## config.mk

```make
export PLATFORM = sky130hd
export DESIGN_NAME = pc_sequencer_flat
export DESIGN_NICKNAME = d
export VERILOG_FILES = /design/src/rtl/cpu_pkg.sv /design/src/rtl/pc_sequencer_if.sv /design/src/rtl/pc_sequencer_next_mux.sv /design/src/rtl/pc_sequencer.sv /design/src/flat_wrapper.sv
export SDC_FILE = /design/constraint.sdc
export NUM_CORES = 1
export LEC_CHECK = 0
export CAP_MARGIN = 20
export CELL_PAD_IN_SITES_DETAIL_PLACEMENT = 1
export CELL_PAD_IN_SITES_GLOBAL_PLACEMENT = 2
export CORE_ASPECT_RATIO = 0.7
export CORE_MARGIN = 1
export CORE_UTILIZATION = 24
export DETAILED_ROUTE_END_ITERATION = 10
export GPL_TIMING_DRIVEN = 1
export PLACE_DENSITY = 0.82
export SETUP_SLACK_MARGIN = 0.02
export SYNTH_ARGS = -nofsm -noshare
export SYNTH_HDL_FRONTEND = slang
export SYNTH_SLANG_ARGS = --single-unit
```

## constraint.sdc

```tcl
create_clock -name clk -period 2.9 [get_ports clk]
set_input_delay 0.58 -clock clk [delete_from_list [all_inputs] [get_ports clk]]
set_output_delay 0.58 -clock clk [all_outputs]
set_load 0.005 [all_outputs]
```

## src/rtl/cpu_pkg.sv

```systemverilog
// Shared CPU definitions for the PC sequencer slice.
// Holds PC sizing, increment and default vectors.
package cpu_pkg;

    localparam int PC_WIDTH = 32;
    localparam logic [PC_WIDTH-1:0] PC_INCR = 32'd4;

    localparam logic [PC_WIDTH-1:0] DEF_RESET_VECTOR = 32'h0000_0000;
    localparam logic [PC_WIDTH-1:0] DEF_TRAP_VECTOR  = 32'h0000_0080;

    typedef enum logic [1:0] {
        BOOT = 2'd0,
        RUN  = 2'd1,
        HALT = 2'd2
    } pc_state_t;

    function automatic logic misaligned(input logic [PC_WIDTH-1:0] addr);
        return |addr[1:0];
    endfunction

endpackage

```

## src/rtl/pc_sequencer_if.sv

```systemverilog
// Control-side bundle between decode/branch logic and the PC sequencer.
// master drives requests, slave owns the PC.
interface pc_sequencer_if;
    import cpu_pkg::*;

    logic                stall;
    logic                branch_taken;
    logic [PC_WIDTH-1:0] branch_target;
    logic                jump;
    logic [PC_WIDTH-1:0] jump_target;
    logic                halt;
    logic                resume;
    logic [PC_WIDTH-1:0] pc;
    logic [PC_WIDTH-1:0] pc_plus4;
    logic                pc_valid;
    logic                halted;
    logic                misalign_trap;

    modport master (
        output stall, branch_taken, branch_target,
        output jump, jump_target, halt, resume,
        input  pc, pc_plus4, pc_valid, halted, misalign_trap
    );

    modport slave (
        input  stall, branch_taken, branch_target,
        input  jump, jump_target, halt, resume,
        output pc, pc_plus4, pc_valid, halted, misalign_trap
    );

endinterface

```

## src/rtl/pc_sequencer_next_mux.sv

```systemverilog
// Next-PC priority select for the RUN state.
// Misaligned-target trap check under PC_MISALIGN_TRAP_EN.
module pc_next_mux
    import cpu_pkg::*;
#(
    parameter logic [PC_WIDTH-1:0] TRAP_VECTOR = DEF_TRAP_VECTOR
) (
    input  logic [PC_WIDTH-1:0] pc,
    input  logic [PC_WIDTH-1:0] pc_plus4,
    input  logic                stall,
    input  logic                halt,
    input  logic                jump,
    input  logic [PC_WIDTH-1:0] jump_target,
    input  logic                branch_taken,
    input  logic [PC_WIDTH-1:0] branch_target,
    output logic [PC_WIDTH-1:0] next_pc,
    output logic                trap
);

    // Priority: stall, halt, jump, branch, sequential
    always_comb begin
        next_pc = pc_plus4;
        trap    = 1'b0;
        priority case (1'b1)
            stall, halt:  next_pc = pc;
            jump:         next_pc = jump_target;
            branch_taken: next_pc = branch_target;
            default:      next_pc = pc_plus4;
        endcase
`ifdef PC_MISALIGN_TRAP_EN
        if (!stall && !halt && (jump || branch_taken)
            && misaligned(next_pc)) begin
            next_pc = TRAP_VECTOR;
            trap    = 1'b1;
        end
`endif
    end

`ifndef PC_MISALIGN_TRAP_EN
    logic unused_trap_vec;
    assign unused_trap_vec = ^TRAP_VECTOR;
`endif

endmodule

```

## src/rtl/pc_sequencer.sv

```systemverilog
// Program counter register, boot hold and BOOT/RUN/HALT control.
// Optional misaligned-target trap: define PC_MISALIGN_TRAP_EN.
module pc_sequencer
    import cpu_pkg::*;
#(
    parameter logic [PC_WIDTH-1:0] RESET_VECTOR = DEF_RESET_VECTOR,
    parameter int unsigned         BOOT_CYCLES  = 4,
    parameter logic [PC_WIDTH-1:0] TRAP_VECTOR  = DEF_TRAP_VECTOR
) (
    input  logic           clk,
    input  logic           rst_n,
    pc_sequencer_if.slave  bus
);

    localparam logic [1:0] S_BOOT = BOOT;
    localparam logic [1:0] S_RUN  = RUN;
    localparam logic [1:0] S_HALT = HALT;

    localparam logic [7:0] BOOT_LAST = 8'(BOOT_CYCLES - 1);

    logic [1:0]          state;
    logic [7:0]          boot_cnt;
    logic [PC_WIDTH-1:0] pc_q;
    logic [PC_WIDTH-1:0] pc_inc;
    logic [PC_WIDTH-1:0] next_pc;
    logic                mux_trap;
    logic                valid_q;
    logic                halted_q;

    // Sequential address wraps silently at the top of memory
    assign pc_inc = pc_q + PC_INCR;

    pc_next_mux #(
        .TRAP_VECTOR (TRAP_VECTOR)
    ) u_mux (
        .pc            (pc_q),
        .pc_plus4      (pc_inc),
        .stall         (bus.stall),
        .halt          (bus.halt),
        .jump          (bus.jump),
        .jump_target   (bus.jump_target),
        .branch_taken  (bus.branch_taken),
        .branch_target (bus.branch_target),
        .next_pc       (next_pc),
        .trap          (mux_trap)
    );

    // FSM, PC register and status flags
    always_ff @(posedge clk) begin
        if (!rst_n) begin
            state    <= S_BOOT;
            boot_cnt <= 8'd0;
            pc_q     <= RESET_VECTOR;
            valid_q  <= 1'b0;
            halted_q <= 1'b0;
        end else begin
            case (state)
                S_BOOT: begin
                    if (boot_cnt == BOOT_LAST) begin
                        state   <= S_RUN;
                        valid_q <= 1'b1;
                    end else begin
                        boot_cnt <= boot_cnt + 8'd1;
                    end
                end
                S_RUN: begin
                    if (bus.stall) begin
                        state <= S_RUN;
                    end else if (bus.halt) begin
                        state    <= S_HALT;
                        halted_q <= 1'b1;
                        valid_q  <= 1'b0;
                    end else begin
                        pc_q <= next_pc;
                    end
                end
                S_HALT: begin
                    if (bus.resume) begin
                        pc_q     <= pc_inc;
                        state    <= S_RUN;
                        halted_q <= 1'b0;
                        valid_q  <= 1'b1;
                    end
                end
                default: begin
                    state    <= S_BOOT;
                    boot_cnt <= 8'd0;
                    pc_q     <= RESET_VECTOR;
                    valid_q  <= 1'b0;
                    halted_q <= 1'b0;
                end
            endcase
        end
    end

`ifdef PC_MISALIGN_TRAP_EN
    logic trap_q;

    // One-cycle pulse alongside the PC load to the trap vector
    always_ff @(posedge clk) begin
        if (!rst_n) begin
            trap_q <= 1'b0;
        end else begin
            trap_q <= (state == S_RUN) && !bus.stall
                      && !bus.halt && mux_trap;
        end
    end

    assign bus.misalign_trap = trap_q;
`else
    logic unused_mux_trap;
    assign unused_mux_trap   = mux_trap;
    assign bus.misalign_trap = 1'b0;
`endif

    assign bus.pc       = pc_q;
    assign bus.pc_plus4 = pc_inc;
    assign bus.pc_valid = valid_q;
    assign bus.halted   = halted_q;

endmodule

```

## src/flat_wrapper.sv

```systemverilog
// flat-port wrapper written by rule: the top's interface ports become plain ports
module pc_sequencer_flat import cpu_pkg::*;
#(
    parameter logic [PC_WIDTH-1:0] RESET_VECTOR = DEF_RESET_VECTOR,
    parameter int unsigned         BOOT_CYCLES  = 4,
    parameter logic [PC_WIDTH-1:0] TRAP_VECTOR  = DEF_TRAP_VECTOR
)
  (clk, rst_n, bus_stall, bus_branch_taken, bus_branch_target, bus_jump, bus_jump_target, bus_halt, bus_resume, bus_pc, bus_pc_plus4, bus_pc_valid, bus_halted, bus_misalign_trap);
  pc_sequencer_if bus_i ();
  input  logic clk;
  input  logic rst_n;
  input wire logic [$bits(bus_i.stall)-1:0] bus_stall;
  input wire logic [$bits(bus_i.branch_taken)-1:0] bus_branch_taken;
  input wire logic [$bits(bus_i.branch_target)-1:0] bus_branch_target;
  input wire logic [$bits(bus_i.jump)-1:0] bus_jump;
  input wire logic [$bits(bus_i.jump_target)-1:0] bus_jump_target;
  input wire logic [$bits(bus_i.halt)-1:0] bus_halt;
  input wire logic [$bits(bus_i.resume)-1:0] bus_resume;
  output wire logic [$bits(bus_i.pc)-1:0] bus_pc;
  output wire logic [$bits(bus_i.pc_plus4)-1:0] bus_pc_plus4;
  output wire logic [$bits(bus_i.pc_valid)-1:0] bus_pc_valid;
  output wire logic [$bits(bus_i.halted)-1:0] bus_halted;
  output wire logic [$bits(bus_i.misalign_trap)-1:0] bus_misalign_trap;
  assign bus_i.stall = bus_stall;
  assign bus_i.branch_taken = bus_branch_taken;
  assign bus_i.branch_target = bus_branch_target;
  assign bus_i.jump = bus_jump;
  assign bus_i.jump_target = bus_jump_target;
  assign bus_i.halt = bus_halt;
  assign bus_i.resume = bus_resume;
  assign bus_pc = bus_i.pc;
  assign bus_pc_plus4 = bus_i.pc_plus4;
  assign bus_pc_valid = bus_i.pc_valid;
  assign bus_halted = bus_i.halted;
  assign bus_misalign_trap = bus_i.misalign_trap;
  pc_sequencer #(.RESET_VECTOR(RESET_VECTOR), .BOOT_CYCLES(BOOT_CYCLES), .TRAP_VECTOR(TRAP_VECTOR)) u_core (.clk(clk), .rst_n(rst_n), .bus(bus_i));
endmodule
```

==> summary.txt <==
Drt
  – Post-DRT Antenna Nets: 0
  – Detailed Route Iter0 Violations: 274
  – DR vias: 4410
  – Routed wire length: ~16000 um
  – Vias per std cell: 5.33
  – Router iterations before antenna repair: 4
  – # DRC: 0
  – Avg WL per Cell: 19.5 um

Pwr
  – Pwr per Cell Area: between 400 and 500 nW/um2
  – Cell leakage power: 2.38 nW
  – VDD IR max: 0.259 mV
  – Power Total: 2.52 mW

Setup path
  – CP Class: register to primary output
  – Startpoint types: register
  – Critical Path Max Stage Delay: approximately 0.54 ns
  – CP max stage cell: clkdlybuf4s50_1
  – CP max FO: 6
  – Worst EP arrival: ~2.3 ns
  – RR Endpoint: u_core.bus.pc[25]$_SDFFE_PN0P_
  – R2R cell count: 15
  – Flop-to-flop setup slack: 0.19 ns
  – Most frequent CP cell: buf_4
  – R2r startpoint: u_core.bus.pc[14]$_SDFFE_PN0P_
  – CP Cell Sequence: ha_2 -> buf_4 -> and4_4 -> buf_4 -> nand3_1 -> xnor2_1 -> clkdlybuf4s50_1
  – Crit path capture type: primary output
  – Endpoint required time on the critical path: approximately 2.3 ns

GRT
  – Number of global-route vias before repair: 4680
  – All-layer global routing usage: 21.6%
  – Largest net degree at the start of global routing: 31
  – Antenna violations before repair: 0
  – First-pass GRT wire length: 25400 um
  – Grt ovf: 0

Final layout
  – Nets@finish: 713
  – Area growth syn-to-layout: 66.9%
  – Design Area, Final: 5800 um2
  – Fin util: 41.4%
  – Antenna Cells: 0
  – Share of layout cells above drive strength 1: 20.4%

Timing
  – Fin crit period: 2.83 ns
  – Final cycle utilization of the critical path: between 90% and 100%
  – Final Hold Vio Count: 0
  – Clock Skews: 0.00681 ns
  – Slew HR: 36.0%
  – Setup violations, final: 0
  – Max frequency: 354 MHz
  – Worst Max-Slew Pin Slew: around 0.96 ns
  – Slew Limit Fails: 0
  – RSZ-0062 raised after global routing: yes

Run
  – Max-Cap Viols: 0

Clocking
  – Clk buf depth: 2
  – Max H-tree Level: 2
  – Clock Pin Slew Worst Setup and Hold Paths: 0.07 ns
  – Clock root buffer master: clkbuf_16
  – CTS hold repair buffers: 0
  – CTS tree: done
  – CTS Sinks: 44
  – CTS buffer count: 5
  – Clk_lat worst skew: about 0.3 ns

Floorplanning
  – Die Span Y: 103 um
  – Horiz. Die Dim: roughly 150 um
  – Initial core utilization: 24.8%
  – # IOs: 138
  – Core area: 14000 um2
  – # rows: 36
  – Die area: 15000 um2

Synthesis
  – Post-Synth Simple-Gate Area: between 20% and 30%
  – Main combinational cell family by area after synthesis: compound AO/OA/AOI/OAI gates
  – Synthesis Warnings: 0
  – Mux contribution to synthesized area: 1.73%
  – Synth Net Count: 534
  – Post-Synth XOR/XNOR Area: 8.32%
  – Synth Instances: 457
  – Main synth FF type: dfxtp_1
  – Compound-Gate Fraction of Synth Area: 30.5%
  – Post-synthesis sequential area ratio: 25.4%
  – Adder-Cell Fraction of Synth Area: 2.16%
  – Synth Cell Area: 3470 um2
  – Async SR Flop Fraction: 0%
  – Synth Register Bits: 44
  – Post-synth EDFFs: 0
  – Synth cell types: 62
  – Avg Inst Size Synth: 7.60 um2

Outcome
  – Outcome: complete, no violations

Worst hold path
  – Worst hold path class: register to register
  – Hold Path End: u_core.boot_cnt[1]$_SDFFE_PN0P_
  – Hold path start: u_core.boot_cnt[1]$_SDFFE_PN0P_
  – Hold depth: 2

Placement
  – Routability cong.: 0.833
  – Port Buffer Count: 136
  – DP HPWL: 12100 um
  – Placed Area: 5320 um2
==> metal layers <==
metal / GRT usage [%] / share of wire [%] / vias to the layer above
met5: 0 / 0 / -
met4: 4.53 / 0.59 / 0
met3: 4.34 / 6.4 / 7
met2: 36.2 / 45 / 152
met1: 29.0 / 48 / 2182
li1: - / - / 2069
==> power breakdown <==
part / switching (mW) / internal, mW / leakage [nW]
Clock: 0.273 / 0.344 / 0.0691
Sequential: 0.0556 / 0.651 / 0.361
Combinational: 0.696 / 0.500 / 1.95
Total: 1.02 / 1.50 / 2.38
==> synth_stat cells (7+ instances only) <==
master,n,share of area [%]
inv_1,14,1.5
a21oi_1,19,2.7
nor3_1,11,1.6
nand2_1,40,4.3
dfxtp_1,44,25
o22ai_1,13,2.3
nand4_1,8,1.4
nor2_1,30,3.2
xnor2_1,18,4.5
nand3_1,19,2.7
o21ai_0,29,4.2
xor2_1,15,3.8
a22oi_1,24,5.2
clkbuf_1,28,3.0
and3_1,7,1.3
a31oi_1,9,1.6
a22o_1,11,2.8
==> flip-flops by register name, summed over array words and instances (netlist names) <==
register,count
u_core.bus.pc,32
u_core.bus.pc_valid,1
u_core.bus.halted,1
u_core.state,2
u_core.boot_cnt,8
==> timing repair <==
| item | in CTS | in global routing |
|---|---|---|
| gates resized for setup | 30 | 22 |
| endpoints found under the setup margin | 17 | 16 |
| pin swaps | 11 | 11 |
| cloned | 0 | 0 |
| setup buffers | 15 | 6 |
==> worst max path at each step <==
stage / startpoint / endpoint / slack (ns)
2_1_floorplan: u_core.bus.pc[8]$_SDFFE_PN0P_ / bus_pc_plus4[29] / 0.47
3_3_place_gp: u_core.bus.pc[10]$_SDFFE_PN0P_ / bus_pc_plus4[29] / 0.12
3_5_place_dp: u_core.bus.pc[2]$_SDFFE_PN0P_ / bus_pc_plus4[26] / 0.11
4_1_cts: u_core.bus.pc[5]$_SDFFE_PN0P_ / bus_pc_plus4[31] / 0.008
5_1_grt: u_core.bus.pc[2]$_SDFFE_PN0P_ / bus_pc_plus4[20] / -0.04
6_report: u_core.bus.pc[2]$_SDFFE_PN0P_ / bus_pc_plus4[12] / 0.07
==> logic make-up after synthesis <==
family / count (synthesis)
simple gates: 162
other cells: 1
compound gates: 150
buf+inv: 55
flops: 44
mux: 6
xor+xnor: 33
fa+ha+maj: 6
==> layout make-up <==
| cell class | count | area [um2] |
|---|---|---|
| fillers | 1649 | 8210 |
| well taps | 190 | 238 |
| repair buffers | 212 | 1970 |
| clock buffers | 6 | 139 |
| flip-flops and latches | 44 | 895 |
| clock inverters | 2 | 15.0 |
| multi-input cells | 358 | 2480 |
| inverters | 15 | 56.3 |
==> critical path, delay by kind of cell (launching register included) <==
family	cells	cell delay (ns)
XOR/XNOR	1	0.20
adder cells (fa/ha/maj)	1	0.20
buffers and inverters	3	0.84
flip-flops	1	0.35
AND/OR/NAND/NOR	2	0.35
==> layout by cell type, fill, tap and decap left out, types with 4 or more instances in the layout <==
cell type	netlist	final
a21oi_1	19	19
a22o_1	11	11
a22oi_1	24	24
a31oi_1	9	9
and3_1	7	6
buf_4	3	73
clkbuf_16	0	5
clkdlybuf4s50_1	0	120
dfxtp_1	44	33
dfxtp_2	0	11
dlygate4sd2_1	0	5
dlymetal6s2s_1	0	10
ha_1	6	5
inv_1	14	14
mux2i_1	6	6
nand2_1	40	40
nand2b_1	5	4
nand3_1	19	15
nand3_2	0	4
nand3b_1	4	4
nand4_1	8	8
nor2_1	30	30
nor2b_1	5	4
nor3_1	11	9
o21a_1	4	4
o21ai_0	29	29
o221a_2	6	6
o22ai_1	13	13
o2bb2ai_1	5	5
xnor2_1	18	16
xor2_1	15	15
==> metrics by stage <==
| step | hold slack, ns | instances | setup WS, ns | TNS (ns) |
|---|---|---|---|---|
| floorplan | 0.462 | 457 | 0.469 | 0 |
| global placement | 0.479 | 798 | 0.124 | 0 |
| detailed placement | 0.491 | 798 | 0.108 | 0 |
| CTS | 0.508 | 821 | 0.00772 | 0 |
| global route | 0.545 | 827 | -0.0384 | -0.0384 |
| finish | 0.508 | 827 | 0.0725 | 0 |
(Power assumes the default switching activity.)
